[config.mk]
export PLATFORM = sky130hd
export DESIGN_NAME = idft_frame_ctrl
export DESIGN_NICKNAME = d
export VERILOG_FILES = /design/src/rtl/idft_frame_ctrl.sv
export SDC_FILE = /design/constraint.sdc
export NUM_CORES = 1
export LEC_CHECK = 0
export CAP_MARGIN = 10
export CORE_MARGIN = 5
export CORE_UTILIZATION = 40
export CTS_CLUSTER_DIAMETER = 30
export DETAILED_ROUTE_END_ITERATION = 10
export DONT_BUFFER_PORTS = 1
export RECOVER_POWER = 50
export SLEW_MARGIN = 20
export SYNTH_ARGS = -nofsm -noshare
export SYNTH_HDL_FRONTEND = slang
export SYNTH_SLANG_ARGS = --single-unit
[constraint.sdc]
create_clock -name clk -period 6.6 [get_ports clk]
set_clock_uncertainty 0.2 [all_clocks]
set_input_delay 0.33 -clock clk [delete_from_list [all_inputs] [get_ports clk]]
set_output_delay 0.33 -clock clk [all_outputs]
set_load 0.01 [all_outputs]
[src/rtl/idft_frame_ctrl.sv]
// Frame sequencer for the streaming idft core. It buffers one input frame, launches it with a
// one-cycle next strobe and a gapless burst, and re-frames the core results. Frames in flight are bounded.
module idft_frame_ctrl #(
  parameter int W            = 16,
  parameter int FRAME_BEATS  = 16,
  parameter int MAX_INFLIGHT = 2,
  parameter int TIMEOUT      = 1023
) (
  input  logic           clk,
  input  logic           rst,
  input  logic           in_valid,
  output logic           in_ready,
  input  logic [4*W-1:0] in_data,
  input  logic           in_last,
  output logic           core_next,
  output logic [W-1:0]   core_X0,
  output logic [W-1:0]   core_X1,
  output logic [W-1:0]   core_X2,
  output logic [W-1:0]   core_X3,
  input  logic           core_next_out,
  input  logic [W-1:0]   core_Y0,
  input  logic [W-1:0]   core_Y1,
  input  logic [W-1:0]   core_Y2,
  input  logic [W-1:0]   core_Y3,
  output logic           out_valid,
  output logic [4*W-1:0] out_data,
  output logic           out_first,
  output logic           out_last,
  output logic           busy,
  output logic           err_frame,
  output logic           err_timeout,
  output logic [15:0]    frames_done
);
  localparam int CW = $clog2(FRAME_BEATS + 1);
  localparam int IW = $clog2(FRAME_BEATS);
  localparam int FW = $clog2(MAX_INFLIGHT + 1);
  localparam int TW = $clog2(TIMEOUT + 1);
  localparam logic [CW-1:0] LAST_CNT = CW'(FRAME_BEATS - 1);
  localparam logic [CW-1:0] NBEATS   = CW'(FRAME_BEATS);
  localparam logic [IW-1:0] LAST_IDX = IW'(FRAME_BEATS - 1);
  localparam logic [FW-1:0] MAX_IF   = FW'(MAX_INFLIGHT);
  localparam logic [TW-1:0] WD_LAST  = TW'(TIMEOUT - 1);

  typedef enum logic [1:0] {S_FILL, S_WAIT, S_LAUNCH, S_STREAM} state_t;

  logic [4*W-1:0] mem_q [FRAME_BEATS];

  state_t         state_q, state_d;
  logic [CW-1:0]  count_q, count_d;
  logic [IW-1:0]  rd_q, rd_d;
  logic [FW-1:0]  inflight_q, inflight_d;
  logic [TW-1:0]  wd_q, wd_d;
  logic           cap_act_q, cap_act_d;
  logic [CW-1:0]  cap_idx_q, cap_idx_d;
  logic           in_ready_q, in_ready_d;
  logic           core_next_q, core_next_d;
  logic [4*W-1:0] core_x_q, core_x_d;
  logic           out_valid_q, out_valid_d;
  logic [4*W-1:0] out_data_q, out_data_d;
  logic           out_first_q, out_first_d;
  logic           out_last_q, out_last_d;
  logic           busy_q, busy_d;
  logic           err_frame_q, err_frame_d;
  logic           err_timeout_q, err_timeout_d;
  logic [15:0]    frames_done_q, frames_done_d;
  logic           wr_en, launch, done, timeout;

  always_comb begin
    state_d       = state_q;
    count_d       = count_q;
    rd_d          = rd_q;
    wd_d          = wd_q;
    cap_act_d     = cap_act_q;
    cap_idx_d     = cap_idx_q;
    core_next_d   = 1'b0;
    core_x_d      = '0;
    out_valid_d   = 1'b0;
    out_data_d    = '0;
    out_first_d   = 1'b0;
    out_last_d    = 1'b0;
    err_frame_d   = err_frame_q;
    err_timeout_d = err_timeout_q;
    wr_en         = 1'b0;
    launch        = 1'b0;
    done          = 1'b0;
    timeout       = 1'b0;

    case (state_q)
      S_FILL: begin
        if (in_valid && in_ready_q) begin
          wr_en = 1'b1;
          if (count_q == LAST_CNT) begin
            count_d = '0;
            if (in_last) state_d = S_WAIT;
            else         err_frame_d = 1'b1;
          end else if (in_last) begin
            // Short frame: drop what was buffered and start over.
            count_d     = '0;
            err_frame_d = 1'b1;
          end else begin
            count_d = count_q + CW'(1);
          end
        end
      end
      S_WAIT: begin
        if (inflight_q < MAX_IF) begin
          state_d     = S_LAUNCH;
          core_next_d = 1'b1;
          launch      = 1'b1;
        end
      end
      S_LAUNCH: begin
        state_d  = S_STREAM;
        rd_d     = '0;
        core_x_d = mem_q[0];
      end
      default: begin
        if (rd_q == LAST_IDX) begin
          state_d = S_FILL;
          count_d = '0;
        end else begin
          rd_d     = rd_q + IW'(1);
          core_x_d = mem_q[rd_q + IW'(1)];
        end
      end
    endcase

    // Result capture: beat k of the core arrives k cycles after its strobe.
    if (cap_act_q) begin
      out_valid_d = 1'b1;
      out_data_d  = {core_Y0, core_Y1, core_Y2, core_Y3};
      out_first_d = (cap_idx_q == CW'(1));
      if (cap_idx_q == NBEATS) begin
        out_last_d = 1'b1;
        cap_act_d  = 1'b0;
        done       = 1'b1;
      end else begin
        cap_idx_d = cap_idx_q + CW'(1);
      end
      if (core_next_out) err_frame_d = 1'b1;
    end else if (core_next_out) begin
      cap_act_d = 1'b1;
      cap_idx_d = CW'(1);
    end

    if (state_q == S_LAUNCH || core_next_out) begin
      wd_d = '0;
    end else if (inflight_q != '0 && !cap_act_q) begin
      if (wd_q == WD_LAST) begin
        wd_d          = '0;
        err_timeout_d = 1'b1;
        timeout       = 1'b1;
      end else begin
        wd_d = wd_q + TW'(1);
      end
    end

    inflight_d = inflight_q;
    if (timeout)                            inflight_d = '0;
    else if (done && inflight_q != '0)      inflight_d = inflight_q - FW'(1);
    if (launch)                             inflight_d = inflight_d + FW'(1);

    frames_done_d = frames_done_q + {15'd0, done};
    in_ready_d    = (state_d == S_FILL) && (count_d < NBEATS);
    busy_d        = !((state_d == S_FILL) && (count_d == '0) && (inflight_d == '0));
  end

  always_ff @(posedge clk) begin
    if (wr_en) mem_q[count_q[IW-1:0]] <= in_data;
  end

  always_ff @(posedge clk or negedge rst) begin
    if (!rst) begin
      state_q       <= S_FILL;
      count_q       <= '0;
      rd_q          <= '0;
      inflight_q    <= '0;
      wd_q          <= '0;
      cap_act_q     <= 1'b0;
      cap_idx_q     <= '0;
      in_ready_q    <= 1'b0;
      core_next_q   <= 1'b0;
      core_x_q      <= '0;
      out_valid_q   <= 1'b0;
      out_data_q    <= '0;
      out_first_q   <= 1'b0;
      out_last_q    <= 1'b0;
      busy_q        <= 1'b0;
      err_frame_q   <= 1'b0;
      err_timeout_q <= 1'b0;
      frames_done_q <= '0;
    end else begin
      state_q       <= state_d;
      count_q       <= count_d;
      rd_q          <= rd_d;
      inflight_q    <= inflight_d;
      wd_q          <= wd_d;
      cap_act_q     <= cap_act_d;
      cap_idx_q     <= cap_idx_d;
      in_ready_q    <= in_ready_d;
      core_next_q   <= core_next_d;
      core_x_q      <= core_x_d;
      out_valid_q   <= out_valid_d;
      out_data_q    <= out_data_d;
      out_first_q   <= out_first_d;
      out_last_q    <= out_last_d;
      busy_q        <= busy_d;
      err_frame_q   <= err_frame_d;
      err_timeout_q <= err_timeout_d;
      frames_done_q <= frames_done_d;
    end
  end

  assign in_ready    = in_ready_q;
  assign core_next   = core_next_q;
  assign core_X0     = core_x_q[4*W-1 -: W];
  assign core_X1     = core_x_q[3*W-1 -: W];
  assign core_X2     = core_x_q[2*W-1 -: W];
  assign core_X3     = core_x_q[W-1 -: W];
  assign out_valid   = out_valid_q;
  assign out_data    = out_data_q;
  assign out_first   = out_first_q;
  assign out_last    = out_last_q;
  assign busy        = busy_q;
  assign err_frame   = err_frame_q;
  assign err_timeout = err_timeout_q;
  assign frames_done = frames_done_q;
endmodule

==> results by group, run 1 <==
STA
  – Slew HR: -1.32
  – Crit path time final: 4.06 ns
  – Final period util: 0.615
  – WHS: 0.108 ns
  – Setup TNS: 0 ns
  – Final Hold Vio Count: 0
  – Slew Limit Fails: ~190
  – Worst Tran Pin Value: between 3 and 4 ns
  – Max Clock Freq: 246 MHz
  – Final setup vio count: 0
  – RSZ-0062 raised after global routing: no

Layout
  – Synth-to-layout area growth: 25.9%
  – Final #Nets: 2837
  – Final core occ: 0.505
  – Layout cells sized above 1: 0.250
  – Finished Layout Cells: ~4400

Die
  – Die area: about 0.12 mm²
  – Die width: around 350 µm
  – Initial core utilization: 0.401
  – Core area: 0.114 mm²
  – Io pins: approximately 290
  – DIE HEIGHT: 348 µm
  – # rows: approximately 120

Setup path
  – Critical path cell sequence: dlygate4sd3_1 > clkbuf_2
  – Slowest library cell on the worst path: clkbuf_2
  – Worst path top cell family by delay: buffers and inverters
  – R2R setup slack: 2.84 ns
  – Crit path largest cell delay: 2.38 ns
  – Crit path kind: primary input to asynchronous set/reset pin
  – Crit Path Max Fanout: approximately 110
  – CP required: ~6.0 ns
  – Critical Path End Type: asynchronous set/reset pin
  – Worst Setup Start Kind: primary input
  – Crit path buffers/inverters: 2
  – Critical Path AT: ~3.5 ns

CTS
  – Clk_lat worst skew: about 0.80 ns
  – CTS H-tree depth: 4
  – Root buffer cell: clkbuf_16
  – Clock-pin slew on the worst setup and hold paths: about 0.05 ns
  – CTS resizes: 0
  – Clock sink count: 1205
  – CTS Buf Count: 223
  – CTS tree: built
  – Clock tree buffer depth: 3

Logic synthesis
  – Synthesized area per cell: 19.4 µm²
  – Cell variety after synth: between 50 and 60
  – Post-Synth Adder-Cell Area: 0.00520
  – Post-synth EDFFs: between 1000 and 1500
  – #FFs+latches synth: ~1200
  – Post-synthesis simple-gate area fraction: 0.0445
  – Post-synth ARST share: 0.150
  – Mapped Cells: about 2300
  – Netlist Area Pre-Place: between 0.04 and 0.05 mm²
  – Largest cells by area after synthesis: edfxtp_1 (67%), mux4_2 (13%), dfrtp_1 (9.9%)
  – Ys flop type: edfxtp_1
  – Post-synthesis sequential area ratio: 0.772
  – Largest family of logic cells by synthesized area: multiplexers
  – XOR/XNOR share of the synthesized area: 0.00364
  – Biggest area consumer among synthesized cells: edfxtp_1
  – Multiplexer area fraction after synthesis: 0.127
  – Most frequent cell after synthesis: edfxtp_1
  – Synth Net Count: around 2500
  – Top-area cell type share of the netlist area: 0.673
  – Compound-Gate Fraction of Synth Area: 0.0351
  – Synth cell count leaders: edfxtp_1 (1024), nand2_1 (287), mux4_2 (256)
  – Synthesis Warnings: 0

Drt
  – Routed length per instance: 26.0 µm
  – DR vias: roughly 24000
  – Vias/cell: approximately 5.4
  – WL final: between 100 and 150 mm
  – Detail Route Antenna Nets: 0
  – First DRT Iteration DRCs: roughly 2200
  – Post-route DRC: 0
  – First drt pass iteration count: 5

Global route
  – Initial antenna violation count: 17
  – First-pass GRT wire length: roughly 170 mm
  – Aggregate global routing overflow: 0
  – Vias in the first global route: approximately 26000
  – GRT Util Overall: 0.189
  – Largest net degree at the start of global routing: between 150 and 200

Min path
  – Hold Path Class: primary input to register

Run status
  – Status: finished, violations left
  – Failing checks: max-capacitance violations, max-slew violations

Place
  – IO Port Bufs: 0
  – Routability cong.: between 0.8 and 0.9
  – Final HPWL DP: 58.2 mm
  – Cells after DPL: approximately 3800

Power
  – P_leak: ~20 nW
  – Cell Pwr Density: around 460 mW/mm²
  – Peak supply drop: around 0.84 mV
  – Total chip power: 26.4 mW

Flow run
  – Maxcap violations: 2
## final cells by class
class                           count  area [µm²]
Clock buffer                      268        5920
Inverter                           15        56.3
Tap cell                         1512        1890
Fill cell                        8984       56400
Multi-Input combinational cell   1003       10000
Sequential cell                  1205       35300
Timing Repair Buffer              237        2350
Antenna cell                        6        15.0
Clock inverter                    157        1980
## cell families after synthesis
group | Yosys count
buf+inv | 141
mux | 258
simple gates | 450
fa+ha+maj | 19
flops | 1205
compound gates | 257
xor+xnor | 19
## cells in the final DEF, fill, tap and decap left out, types with 7 or more instances in the layout
| master | synthesis | final |
|---|---|---|
| clkinv_1 | 0 | 8 |
| and3_1 | 8 | 8 |
| inv_6 | 0 | 24 |
| a21oi_1 | 141 | 141 |
| inv_1 | 15 | 15 |
| clkinv_4 | 0 | 24 |
| dfrtp_1 | 181 | 180 |
| clkbuf_1 | 74 | 31 |
| clkinv_2 | 0 | 37 |
| ha_1 | 19 | 18 |
| and2_0 | 0 | 13 |
| clkbuf_8 | 0 | 13 |
| a211o_1 | 65 | 65 |
| nor2_1 | 27 | 15 |
| nand3_1 | 22 | 22 |
| buf_4 | 0 | 41 |
| mux4_2 | 256 | 256 |
| bufinv_16 | 0 | 28 |
| clkbuf_16 | 0 | 225 |
| clkinvlp_4 | 0 | 16 |
| dlygate4sd3_1 | 0 | 186 |
| nor2_4 | 0 | 12 |
| xnor2_1 | 13 | 12 |
| nand2_1 | 287 | 287 |
| o21ai_0 | 21 | 21 |
| edfxtp_1 | 1024 | 1024 |
| nand4_1 | 7 | 7 |
| and2_1 | 64 | 51 |
## worst register-to-register path, stage by stage (launching register included)
cell     delay [ns]
dfrtp_4        0.87
buf_4          0.74
buf_12         0.68
mux4_2         0.67
nand2_1        0.08
a21oi_1        0.09
a211o_1        0.34
## state kept, by name, indices dropped and copies added (netlist names), 2 cells and up
signal	flops
cap_idx_q	5
state_q	2
out_data	64
rd_q	4
core_x_q	64
inflight_q	2
mem_q	1024
wd_q	10
frames_done	16
count_q	5
## final timing paths
path / from / endpoint / cells past startpoint
hold reg to reg: mem_q[0][51]$_DFFE_PP_ / core_x_q[51]$_DFF_PN0_ / 1
min in group asynchronous: rst / cap_idx_q[2]$_DFFE_PN0P_ / 2
hold / removal: core_Y2[0] / out_data[16]$_DFF_PN0_ / 2
setup reg to reg: rd_q[0]$_DFFE_PN0P_ / core_x_q[53]$_DFF_PN0_ / 6
setup / recovery: rst / rd_q[0]$_DFFE_PN0P_ / 2
max in group clk: rd_q[0]$_DFFE_PN0P_ / core_x_q[53]$_DFF_PN0_ / 6
## timing repair
action | in CTS | in global routing
buffers inserted | 0 | 0
hold endpoints to repair | 1298 | 0
hold buffers | 187 | 0
## per-layer routing
| layer | vias to the layer above | share of wire | GRT usage |
|---|---|---|---|
| met2 | 936 | 0.49 | 0.313 |
| li1 | 10118 | - | - |
| met5 | - | 0.0010 | 0 |
| met3 | 219 | 0.079 | 0.0559 |
| met1 | 12592 | 0.40 | 0.242 |
| met4 | 18 | 0.028 | 0.0606 |
## metrics by stage
step	worst slack (ns)	area (µm²)
finish	2.54	57500
global route	1.86	57500
CTS	2.72	57500
detailed placement	2.74	47700
global placement	2.75	47700
floorplan	0.245	45700
## power by group
group          leakage, nW  switching, mW  total (mW)  internal, mW
clock                 3.83           4.01        11.6          7.59
combinational         4.76           3.13        5.72          2.59
sequential            11.5          0.464        9.11          8.65
(Power assumes the default switching activity.)
==> run 2, diff against run 1 <==
- clock period: 6.6 -> 3.9 ns (I/O delays scaled with it)
==> run 2 against run 1 <==
Effect of this change: the flow finishes with violations (negative hold slack); cell count increased by 0.73%; worst hold slack got worse by 1.2 ns; die area unchanged; global-route usage decreased by 0.093 points; critical endpoint is now frames_done[10]$_DFF_PN0_; via count increased by 0.32%.
==> results by group, run 2 (synthesis results as in run 1) <==
STA
  – Final period util: 0.810
  – Crit path time final: between 3 and 4 ns
  – Final setup vio count: 0
  – WHS: -1.10 ns
  – Slew Limit Fails: 0
  – Worst Tran Pin Value: between 0.9 and 1 ns
  – Max Clock Freq: around 320 MHz
  – RSZ-0062 raised after global routing: no
  – Slew HR: 0.381
  – Final Hold Vio Count: approximately 180
  – Fin worst setup slack: approximately 0.74 ns
  – Setup TNS: 0 ns

Run status
  – Status: finished, violations left
  – Failing checks: negative hold slack

Drt
  – DR vias: 23959
  – Routed length per instance: roughly 26 µm
  – First drt pass iteration count: 6
  – Vias/cell: ~5.4
  – WL final: approximately 110 mm
  – Post-route DRC: 0
  – First DRT Iteration DRCs: about 2000
  – Detail Route Antenna Nets: 0

Setup path
  – Slowest library cell on the worst path: dfrtp_1
  – R2R setup slack: 0.74 ns
  – Crit path buffers/inverters: 1
  – Crit Reg-Reg Endpoint: frames_done[10]$_DFF_PN0_
  – Crit path largest cell delay: 0.65 ns
  – Critical path cell sequence: nor3b_1 > nand3_1 > inv_1 > ha_1 > ha_1 > nand2_1 > nor3_1 > xor2_1
  – Reg2reg path depth: 8
  – Critical R2R Launch: cap_act_q$_DFF_PN0_
  – Worst path top cell family by delay: simple AND/OR/NAND/NOR gates
  – Critical Path End Type: register
  – Critical Path AT: ~3.6 ns
  – CP required: between 4 and 5 ns
  – Worst Setup Start Kind: register
  – Path length in cells of the critical path: 8
  – Most used cell along the critical path: ha_1
  – Crit path kind: register to register
  – Crit Path Max Fanout: 16

Layout
  – Layout cells sized above 1: 0.251
  – Most common cell after layout, fill and taps aside: edfxtp_1
  – # fillers: around 8900
  – Synth-to-layout area growth: 27.1%
  – Most frequent cells in the layout: edfxtp_1 (1024), nand2_1 (287), mux4_2 (256)
  – Max FFs per register: between 1000 and 1500
  – Fin area: around 0.058 mm²
  – Area occupied by registers: ~0.035 mm²
  – Final #Nets: ~2900
  – Footprint of the multi-input gates: between 0.01 and 0.015 mm²

CTS
  – CTS H-tree depth: 4
  – Post-CTS Hold Fix Bufs: approximately 200
  – Clock sink count: approximately 1200
  – CTS Buf Count: ~220
  – Root buffer cell: clkbuf_16
  – CTS tree: built
  – Clk_lat worst skew: approximately 0.80 ns
  – CTS resizes: 0
  – Clock-pin slew on the worst setup and hold paths: approximately 0.050 ns
  – Clock tree buffer depth: 3

Place
  – IO Port Bufs: 0
  – Placed inst area: approximately 0.048 mm²
  – Routability cong.: 0.773
  – Pre-CTS WS: about 0.83 ns
  – Final HPWL DP: 56.7 mm

Power
  – Cell Pwr Density: between 700 and 800 mW/mm²
  – Peak supply drop: 0.515 mV
  – P_leak: approximately 20 nW

Global route
  – First-pass GRT wire length: roughly 170 mm
  – Aggregate global routing overflow: 0
  – GRT Util Overall: 0.188
  – Largest net degree at the start of global routing: between 150 and 200
  – Initial antenna violation count: 27
  – Vias in the first global route: about 26000

Die
  – Io pins: 285
  – Die width: 348 µm
  – Core area: 0.114 mm²
  – Die area: between 0.1 and 0.15 mm²
  – # rows: about 120
  – DIE HEIGHT: ~350 µm
  – Initial core utilization: 0.401

Min path
  – Hold Path Class: primary input to asynchronous set/reset pin

Flow run
  – Maxcap violations: 0
[run 2: cell count changes in the layout (fill, tap and decap cells not counted), moves of 8 or more]
| cell | delta |
|---|---|
| clkinv_1 | +9 |
| clkbuf_1 | -8 |
| buf_12 | +31 |
| dlygate4sd3_1 | +12 |
| diode_2 | +11 |
| and2_0 | -13 |
| and2_1 | +13 |
| clkinvlp_4 | +12 |
| clkinv_2 | -14 |
| buf_4 | -19 |
[run 2: worst max path at each step]
stage,from,endpoint,slack [ns]
floorplan,state_q[1]$_DFF_PN0_,mem_q[10][0]$_DFFE_PP_,-0.74
global placement,state_q[1]$_DFF_PN0_,mem_q[7][45]$_DFFE_PP_,0.92
detailed placement,state_q[1]$_DFF_PN0_,mem_q[7][41]$_DFFE_PP_,0.83
CTS,state_q[1]$_DFF_PN0_,mem_q[7][34]$_DFFE_PP_,0.79
global route,cap_act_q$_DFF_PN0_,frames_done[10]$_DFF_PN0_,0.50
finish,cap_act_q$_DFF_PN0_,frames_done[10]$_DFF_PN0_,0.74
[run 2: timing repair]
item | in CTS | in global routing
buffers inserted | 0 | 0
endpoints found under the hold margin | 1298 | 181
endpoints found under the setup margin | 0 | 0
[run 2: layout make-up]
type | instances | share of cell area
Antenna cell | 17 | 0.000733
Clock buffer | 261 | 0.101
Clock inverter | 165 | 0.0343
Inverter | 15 | 0.000970
Multi-Input combinational cell | 1003 | 0.173
Sequential cell | 1205 | 0.608
Tap cell | 1512 | 0.0326
Timing Repair Buffer | 257 | 0.0497
[run 2: through the flow]
| step | hold WS [ns] | std cells | total power [mW] | util |
|---|---|---|---|---|
| after floorplan | -0.301 | 2349 | 22.4 | - |
| after global placement | -0.295 | 3794 | 25.2 | 0.423 |
| after detailed placement | -0.294 | 3794 | 25.3 | 0.423 |
| after CTS | -1.16 | 4418 | 45.2 | 0.509 |
| after global routing | -1.14 | 4422 | 46.7 | 0.510 |
| final | -1.10 | 4435 | 44.7 | 0.510 |
[run 2: routing by layer]
metal  global-route usage  routed length (µm)
met1                0.241               45900
met2                0.313               56300
met4               0.0584                2550
met5                    0                  64
met3               0.0541                9190
[run 2: report_power, final]
part	leakage [nW]	switching [mW]	total, mW	internal (mW)
clock	3.75	6.92	19.4	12.5
combinational	4.92	5.43	9.98	4.56
sequential	11.5	0.738	15.4	14.6
[run 2: worst reg2reg max path: stages, from the launching register on]
cell	delay [ns]
dfrtp_1	0.65
nor3b_1	0.62
nand3_1	0.30
inv_1	0.14
ha_1	0.24
ha_1	0.24
nand2_1	0.15
nor3_1	0.31
xor2_1	0.19
